File: src/rtl/i2s_stream_sched.sv
// Per-frame scheduler: mic sample hand-off plus one committed speaker sample per LRCLK frame.
// Optional macro I2S_SCHED_HOLD_EN: repeat the last committed sample on underrun instead of silence.
module i2s_stream_sched #(
  parameter int C_DATA_WIDTH = 24,
  parameter int C_DEADLINE   = 200
) (
  input  logic                    CLK_12,
  input  logic                    resetn,
  input  logic                    LRCLK_I,
  input  logic [C_DATA_WIDTH-1:0] mic_sample,
  output logic [C_DATA_WIDTH-1:0] mic_data,
  output logic                    mic_valid,
  input  logic                    mic_ready,
  input  logic [C_DATA_WIDTH-1:0] src0_data,
  input  logic                    src0_valid,
  output logic                    src0_ready,
  input  logic [C_DATA_WIDTH-1:0] src1_data,
  input  logic                    src1_valid,
  output logic                    src1_ready,
  input  logic [1:0]              mode,
  output logic [C_DATA_WIDTH-1:0] spk_sample,
  output logic                    spk_update,
  output logic                    underrun,
  output logic                    overrun,
  output logic                    sched_err,
  input  logic                    clr_err
);
  localparam int W = C_DATA_WIDTH;
  localparam logic [7:0] LAST_CNT = 8'(C_DEADLINE - 1);
  localparam logic signed [W:0] SAT_MAX = {2'b00, {(W-1){1'b1}}};
  localparam logic signed [W:0] SAT_MIN = {2'b11, {(W-1){1'b0}}};

  typedef enum logic [1:0] {IDLE = 2'd0, COLLECT = 2'd1, COMMIT = 2'd2} state_t;

  state_t            state;
  logic              lrclk_q;
  logic              frame_evt;
  logic              pending;
  logic              got0;
  logic              got1;
  logic [1:0]        mode_q;
  logic [7:0]        cnt;
  logic [W-1:0]      s0_q;
  logic [W-1:0]      s1_q;
  logic [W-1:0]      conceal;
  logic [W-1:0]      commit_val;
  logic              commit_ur;
  logic              req0;
  logic              req1;
  logic              all_got;
  logic signed [W:0] sum;

  assign frame_evt  = LRCLK_I && !lrclk_q;
  assign req0       = (mode_q == 2'd0) || (mode_q == 2'd2);
  assign req1       = (mode_q == 2'd1) || (mode_q == 2'd2);
  assign src0_ready = (state == COLLECT) && req0 && !got0;
  assign src1_ready = (state == COLLECT) && req1 && !got1;
  assign all_got    = (got0 || !req0) && (got1 || !req1);
  assign sum        = $signed({s0_q[W-1], s0_q}) + $signed({s1_q[W-1], s1_q});

  // Value and underrun flag presented while in COMMIT
  always_comb begin
    commit_val = '0;
    commit_ur  = 1'b0;
    case (mode_q)
      2'd0: begin
        if (got0) begin
          commit_val = s0_q;
        end else begin
          commit_val = conceal;
          commit_ur  = 1'b1;
        end
      end
      2'd1: begin
        if (got1) begin
          commit_val = s1_q;
        end else begin
          commit_val = conceal;
          commit_ur  = 1'b1;
        end
      end
      2'd2: begin
        if (got0 && got1) begin
          if (sum > SAT_MAX) begin
            commit_val = SAT_MAX[W-1:0];
          end else if (sum < SAT_MIN) begin
            commit_val = SAT_MIN[W-1:0];
          end else begin
            commit_val = sum[W-1:0];
          end
        end else begin
          commit_val = conceal;
          commit_ur  = 1'b1;
        end
      end
      default: begin
        commit_val = '0;
        commit_ur  = 1'b0;
      end
    endcase
  end

`ifdef I2S_SCHED_HOLD_EN
  logic [W-1:0] hold_q;

  // Sample-and-hold copy of the last committed speaker value
  always_ff @(posedge CLK_12 or posedge resetn) begin
    if (resetn) begin
      hold_q <= '0;
    end else if (state == COMMIT) begin
      hold_q <= commit_val;
    end
  end
  assign conceal = hold_q;
`else
  assign conceal = '0;
`endif

  // Mic path: capture on every frame event, independent of the playback FSM
  always_ff @(posedge CLK_12 or posedge resetn) begin
    if (resetn) begin
      lrclk_q   <= 1'b0;
      mic_data  <= '0;
      mic_valid <= 1'b0;
      overrun   <= 1'b0;
    end else begin
      lrclk_q <= LRCLK_I;
      overrun <= frame_evt && mic_valid && !mic_ready;
      if (frame_evt) begin
        mic_data  <= mic_sample;
        mic_valid <= 1'b1;
      end else if (mic_ready) begin
        mic_valid <= 1'b0;
      end
    end
  end

  // Playback FSM; a frame event outside IDLE forces an early commit and queues a restart
  always_ff @(posedge CLK_12 or posedge resetn) begin
    if (resetn) begin
      state      <= IDLE;
      mode_q     <= 2'd0;
      got0       <= 1'b0;
      got1       <= 1'b0;
      cnt        <= 8'd0;
      pending    <= 1'b0;
      s0_q       <= '0;
      s1_q       <= '0;
      spk_sample <= '0;
      spk_update <= 1'b0;
      underrun   <= 1'b0;
      sched_err  <= 1'b0;
    end else begin
      spk_update <= 1'b0;
      underrun   <= 1'b0;
      if (frame_evt && (state != IDLE)) begin
        sched_err <= 1'b1;
        pending   <= 1'b1;
      end else if (clr_err) begin
        sched_err <= 1'b0;
      end
      case (state)
        IDLE: begin
          if (frame_evt || pending) begin
            mode_q  <= mode;
            got0    <= 1'b0;
            got1    <= 1'b0;
            cnt     <= 8'd0;
            pending <= 1'b0;
            state   <= (mode == 2'd3) ? COMMIT : COLLECT;
          end
        end
        COLLECT: begin
          cnt <= cnt + 8'd1;
          if (src0_valid && src0_ready) begin
            s0_q <= src0_data;
            got0 <= 1'b1;
          end
          if (src1_valid && src1_ready) begin
            s1_q <= src1_data;
            got1 <= 1'b1;
          end
          if (frame_evt || all_got || (cnt == LAST_CNT)) begin
            state <= COMMIT;
          end
        end
        COMMIT: begin
          spk_sample <= commit_val;
          spk_update <= 1'b1;
          underrun   <= commit_ur;
          state      <= IDLE;
        end
        default: state <= IDLE;
      endcase
    end
  end
endmodule

File: config.mk
export PLATFORM = sky130hd
export DESIGN_NAME = i2s_stream_sched
export DESIGN_NICKNAME = d
export VERILOG_FILES = /design/src/rtl/i2s_stream_sched.sv
export SDC_FILE = /design/constraint.sdc
export NUM_CORES = 1
export LEC_CHECK = 0
export CAP_MARGIN = 0
export CORE_ASPECT_RATIO = 0.7
export CORE_MARGIN = 2
export CORE_UTILIZATION = 29
export CTS_CLUSTER_DIAMETER = 120
export CTS_CLUSTER_SIZE = 8
export DETAILED_ROUTE_END_ITERATION = 7
export PLACE_DENSITY_LB_ADDON = 0.1
export SYNTH_ARGS = -nofsm -noshare
export SYNTH_HDL_FRONTEND = slang
export SYNTH_SLANG_ARGS = --single-unit
File: constraint.sdc
create_clock -name CLK_12 -period 8.1 [get_ports CLK_12]
set_clock_uncertainty 0.05 [all_clocks]
set_input_delay 1.215 -clock CLK_12 [delete_from_list [all_inputs] [get_ports CLK_12]]
set_output_delay 1.215 -clock CLK_12 [all_outputs]
set_load 0.05 [all_outputs]
==> impl_metrics.ini, run 1 <==
[logic_synthesis]
yosysTopAreaCell = dfrtp_1
synthesis.area_um2 = 6300
synth_nets = 734
ys_types = 63
yosysTopAreaCellShare = 0.464
synthCells = 623
async_reset_ff_frac = 1.00
ys.flop_type = dfrtp_1
yosysSeqAreaShare = 0.464
synth_edf_count = 0
synth_area_leaders = dfrtp_1 (46%), mux2_2 (8.9%), nand2_1 (6.6%)
synth_seq_cells = 117
syn_area_per_cell_um2 = 10.1
synth_warnings = 0

[route]
wl_per_cell_um = 17.2
dr_total_vias = 5126
drt-total-wl_um = 17900
firstDrtPassIters = 7
drt-initial-drc-count = 250
ant_nets = 0
drc = 0
viasPerCell = 4.91

[setup_path]
critPathMaxFanout = 11
critPathMaxStageDelay_ns = 0.81
crit_required_ns = 8.37
r2r_cells = 11
critPathKind = flip-flop to flip-flop
critical_path.endpoint_type = flip-flop
critPathLaunchType = flip-flop
arrival_ns = 4.15
crit_slowest_cell = nor3b_2
path_cells = ha_1 -> inv_1 -> fa_1 -> nand2b_1 -> a21oi_2 -> o41ai_2 -> o311ai_4 -> a31oi_4 -> nor3b_2 -> nor2_1 -> a31oi_1

[power]
p_sw_frac = 0.449
p_leak_uw = 0.00365
clkPwrFrac = 0.185
totalPowerFinal_uw = 3600
switchingPower_uw = 1620
seq_power_share = 0.272
p_int_uw = 1980
powerDensity_nw_per_um2 = 427
pwr-share-comb = 0.543
worst_ir_drop_vdd_mv = 0.189

[sta]
setup_viol = 0
grt_setup_unrepaired = false
hold_viol = 0
fin_tns_setup_ns = 0
tightest_slew_ns = 1.17
finalMaxSlewViolations = 0
fmax_mhz = 258
fin_crit_ns = 3.88
slew_headroom = 0.222
finalCritPeriodShare = 0.479
fin_ws_ns = 4.22

[clock_tree]
htree_levels = 4
post_cts_buffers = 0
ctsResizeCount = 0
clock_latency_ns = 0.41
cts_tree = yes
cts.clk_slew.worst_paths_ns = 0.05
ctsLongestPathBuffers = 2
numCtsBuffers = 17
cts.sinks = 117
clockRootBuffer = clkbuf_16
postCtsHoldBufs = 0

[grt]
grt_pass1_vias = 5231
grt_use_total = 0.160
antenna_found_initial = 0
grt_overflow = 0
grt_max_degree = 63
grt_pass1_wl_um = 28700

[final_layout]
multi_input_area_um2 = 3190
nNetsFinal = 864
num_antenna_cells = 0
regArea_um2 = 2930
fin_area_um2 = 8430
stdcell_count = 1045
fillers = 2131
drive_above_1_share = 0.135
area_growth_pct = 33.8

[floorplanning]
core-area_um2 = 21500
dieArea_um2 = 23000
ios = 136
floorplan.rows = 45
start_util = 0.293
die_h_um = 127
die_w_um = 180

[place]
post-place-ws_ns = 4.29
dp.cells = 1016
port_buffers = 135
gp_congestion = 0.798
placed_area_um2 = 7920
hpwl_um = 12800

[hold_path]
whs_path_depth = 2
min_path_type = flip-flop to flip-flop

[run]
drv_cap = 0

[outcome]
status = finished, final reports clean
==> per-stage QoR <==
step | hold slack [ns] | utilization
floorplan | 0.401 | -
global placement | 0.406 | 0.368
detailed placement | 0.412 | 0.368
CTS | 0.425 | 0.392
global route | 0.438 | 0.392
finish | 0.421 | 0.392
==> per-layer routing <==
layer	up-vias	share of wire	GRT usage
met5	-	0	0
met4	0	0.0080	0.0361
met3	12	0.037	0.0442
met2	84	0.44	0.238
met1	2535	0.52	0.233
li1	2495	-	-
==> power groups by stage <==
stage	logic [uW]	registers, uW	clock network [uW]
after CTS	1950	983	684
after global placement	1930	982	0
final	1960	980	666
after floorplan	1230	1170	0
after global routing	2140	1010	720
after detailed placement	1940	992	0
==> cell usage after synthesis (all sizes together), types with 7 or more instances <==
cell type  number
clkbuf         21
mux2           50
a22o            8
o211ai         15
a21oi          30
nand2         111
dfrtp         117
nor2           29
xor2           10
a31oi          17
buf             9
xnor2           8
a21o            8
nand3          18
ha             29
a22oi          13
inv            14
o21ai          38
nand2b         10
nor3            7
==> cell type report <==
type | instances | area share
multi-input cells | 461 | 0.378
flip-flops and latches | 117 | 0.347
repair buffers | 141 | 0.166
clock buffers | 24 | 0.0571
well taps | 282 | 0.0418
inverters | 15 | 0.00697
clock inverters | 5 | 0.00326
==> cells by family after synthesis <==
group,Yosys count,synth area share
AND/OR/NAND/NOR,203,0.146
AO/OA/AOI/OAI,158,0.181
flip-flops,117,0.464
multiplexers,52,0.0925
buffers and inverters,45,0.0304
adder cells (fa/ha/maj),30,0.0607
XOR/XNOR,18,0.0250
==> worst max-delay path: cells and delay by family (launching register included) <==
family | cells | cell delay, ns
adders and majority gates | 2 | 0.59
and+or+nand+nor | 3 | 1.45
AOI/OAI and AO/OA | 5 | 1.24
buffers and inverters | 1 | 0.06
DFF | 1 | 0.38
==> flip-flops by register name (all words and copies together), names as in the netlist, 2 cells and up <==
name	count
mic_data	24
s0_q	24
s1_q	24
spk_sample	24
cnt	8
mode_q	2
state	2
==> placed cells by master (no fill, tap or decap), types with 7 or more instances in the layout <==
master,n
a21o_1,8
a21oi_1,29
a22o_1,8
a22oi_1,13
a31oi_1,15
clkbuf_16,17
clkdlybuf4s50_1,135
dfrtp_1,117
ha_1,29
inv_1,13
mux2_2,50
nand2_1,111
nand2b_1,10
nand3_1,17
nor2_1,28
nor3_1,7
o211ai_1,14
o21ai_0,34
xnor2_1,8
xor2_1,10
==> final timing paths <==
check / start / slack [ns] / end
max: s0_q[0] / 4.22 / spk_sample[2]
min: mic_data[10] / 0.42 / mic_data[10]
max reg2reg: s0_q[0] / 4.22 / spk_sample[2]
min reg2reg: mic_data[10] / 0.42 / mic_data[10]
max in group asynchronous: resetn / 5.50 / spk_sample[1]
min in group asynchronous: resetn / 1.22 / mic_data[5]
Note: power is estimated with default switching activity, not from simulation.
==> run 2, diff against run 1 <==
==> constraint.sdc (replaced) <==
create_clock -name CLK_12 -period 3.9 [get_ports CLK_12]
set_clock_uncertainty 0.05 [all_clocks]
set_input_delay 0.585 -clock CLK_12 [delete_from_list [all_inputs] [get_ports CLK_12]]
set_output_delay 0.585 -clock CLK_12 [all_outputs]
set_load 0.05 [all_outputs]
==> run 2 against run 1 <==
Compared with the run above: cell area is 0.91% higher; via count hardly changed; worst setup slack worse by 3.4 ns; global-route usage is 0.11 points higher; sequential cell count stayed put; combinational power is 110% higher; first-iteration DRC count is 26% higher; routed wire length is 0.58% higher; hold slack hardly changed; register-to-register slack worse by 3.4 ns; critical endpoint is now spk_sample[1].
==> impl_metrics.ini, run 2 (synthesis gave the netlist of run 1 again) <==
[clock_tree]
post_cts_buffers = 0
numCtsBuffers = 17
clock_latency_ns = 0.42
cts_tree = yes
cts.clk_slew.worst_paths_ns = 0.05
clockRootBuffer = clkbuf_16
htree_levels = 4
ctsResizeCount = 0
cts.sinks = 117
postCtsHoldBufs = 0
ctsLongestPathBuffers = 2

[floorplanning]
die_w_um = 180
ios = 136
floorplan.rows = 45
die_h_um = 127
dieArea_um2 = 23000
start_util = 0.293
core-area_um2 = 21500

[power]
worst_ir_drop_vdd_mv = 0.371
switchingPower_uw = 3370
p_leak_uw = 0.00369
pwr-share-comb = 0.539
p_int_uw = 4220
clkPwrFrac = 0.191
p_sw_frac = 0.444
seq_power_share = 0.269
powerDensity_nw_per_um2 = 892

[setup_path]
critPathKind = flip-flop to flip-flop
critPathMaxStageDelay_ns = 0.43
ff2ff_setup_slack_ns = 0.78
arrival_ns = 3.39
critPathLaunchType = flip-flop
crit_required_ns = 4.17
critPathMaxFanout = 10
cp_top_family = compound AO/OA/AOI/OAI gates
critical_path.endpoint_type = flip-flop
path_cells = ha_1 -> inv_1 -> fa_1 -> nand2b_1 -> a21oi_2 -> o41ai_2 -> o311ai_4 -> a31oi_4 -> o22ai_4 -> nand3_2 -> o221ai_1
crit_slowest_cell = o311ai_4
cp.buffers_inverters = 1

[sta]
slew_headroom = 0.308
tightest_slew_ns = 1.04
grt_setup_unrepaired = false
fmax_mhz = 321
whs_ns = 0.421
setup_viol = 0
fin_crit_ns = 3.12
fin_tns_setup_ns = 0
finalCritPeriodShare = 0.799
hold_viol = 0
finalMaxSlewViolations = 0

[route]
viasPerCell = 4.88
drt-total-wl_um = 18000
wl_per_cell_um = 17.2
ant_nets = 0
firstDrtPassIters = 5
drc = 0
dr_total_vias = 5130
drt-initial-drc-count = 315

[final_layout]
nNetsFinal = 869
final_cell_mix = clkdlybuf4s50_1 (135), dfrtp_1 (117), nand2_1 (111), mux2_2 (50), o21ai_0 (34)
layout_commonest_cell = clkdlybuf4s50_1
fin_area_um2 = 8510
area_growth_pct = 35.0
num_antenna_cells = 0
drive_above_1_share = 0.140
stdcell_count = 1051

[place]
placed_area_um2 = 7970
port_buffers = 135
dp.cells = 1021
hpwl_um = 13100
gp_congestion = 0.828

[grt]
grt_use_total = 0.162
grt_pass1_vias = 5312
grt_pass1_wl_um = 28900
antenna_found_initial = 0
grt_overflow = 0
grt_max_degree = 60

[hold_path]
min_path_type = flip-flop to flip-flop

[run]
drv_cap = 0

[outcome]
status = finished, final reports clean
## run 2: cell count changes in the layout (fill, tap and decap cells not counted), sizes merged
cell	delta
buf	+5
clkbuf	+1
bufinv	+1
clkinvlp	-1
## run 2: metrics by stage
| stage | utilization | total power, uW | setup slack [ns] |
|---|---|---|---|
| floorplan | - | 4980 | 0.164 |
| global placement | 0.371 | 6120 | 0.913 |
| detailed placement | 0.371 | 6140 | 0.823 |
| CTS | 0.396 | 7640 | 0.802 |
| global route | 0.396 | 8130 | 0.594 |
| finish | 0.396 | 7590 | 0.785 |
## run 2: worst paths after layout
check,startpoint,to,depth (start not counted)
worst max register to register,s1_q[0],spk_sample[1],11
worst max-delay path,s1_q[0],spk_sample[1],11
max in group asynchronous,resetn,pending,3
min in group asynchronous,resetn,mic_data[8],2
worst min-delay path,mic_data[19],mic_data[19],2
worst min register to register,mic_data[19],mic_data[19],2
## run 2: power by group through the flow
stage | Sequential [uW] | Combinational [uW] | Clock [uW]
floorplan | 2440 | 2550 | 0
global placement | 2050 | 4070 | 0
detailed placement | 2070 | 4070 | 0
CTS | 2050 | 4100 | 1500
global route | 2110 | 4470 | 1550
finish | 2040 | 4090 | 1450
## run 2: area by class of cell
type / count / area [um^2]
clock buffer: 25 / 485
multi-input combinational: 461 / 3190
timing repair buffer: 146 / 1450
sequential: 117 / 2930
tap: 282 / 353
clock inverter: 5 / 50.0
inverter: 15 / 58.8
fill: 2115 / 13000
## run 2: per-layer routing
| metal | vias up | global-route usage | routed length, um |
|---|---|---|---|
| li1 | 2508 | - | - |
| met1 | 2494 | 0.234 | 9290 |
| met2 | 108 | 0.241 | 7770 |
| met3 | 20 | 0.0308 | 698 |
| met4 | 0 | 0.0565 | 269 |
| met5 | - | 0 | 0 |
## run 2: worst min-delay path, cell delays in order, from the launching register on
cell and delay (ns):
dfrtp_1 0.33, nand2_1 0.05, nand2_1 0.06
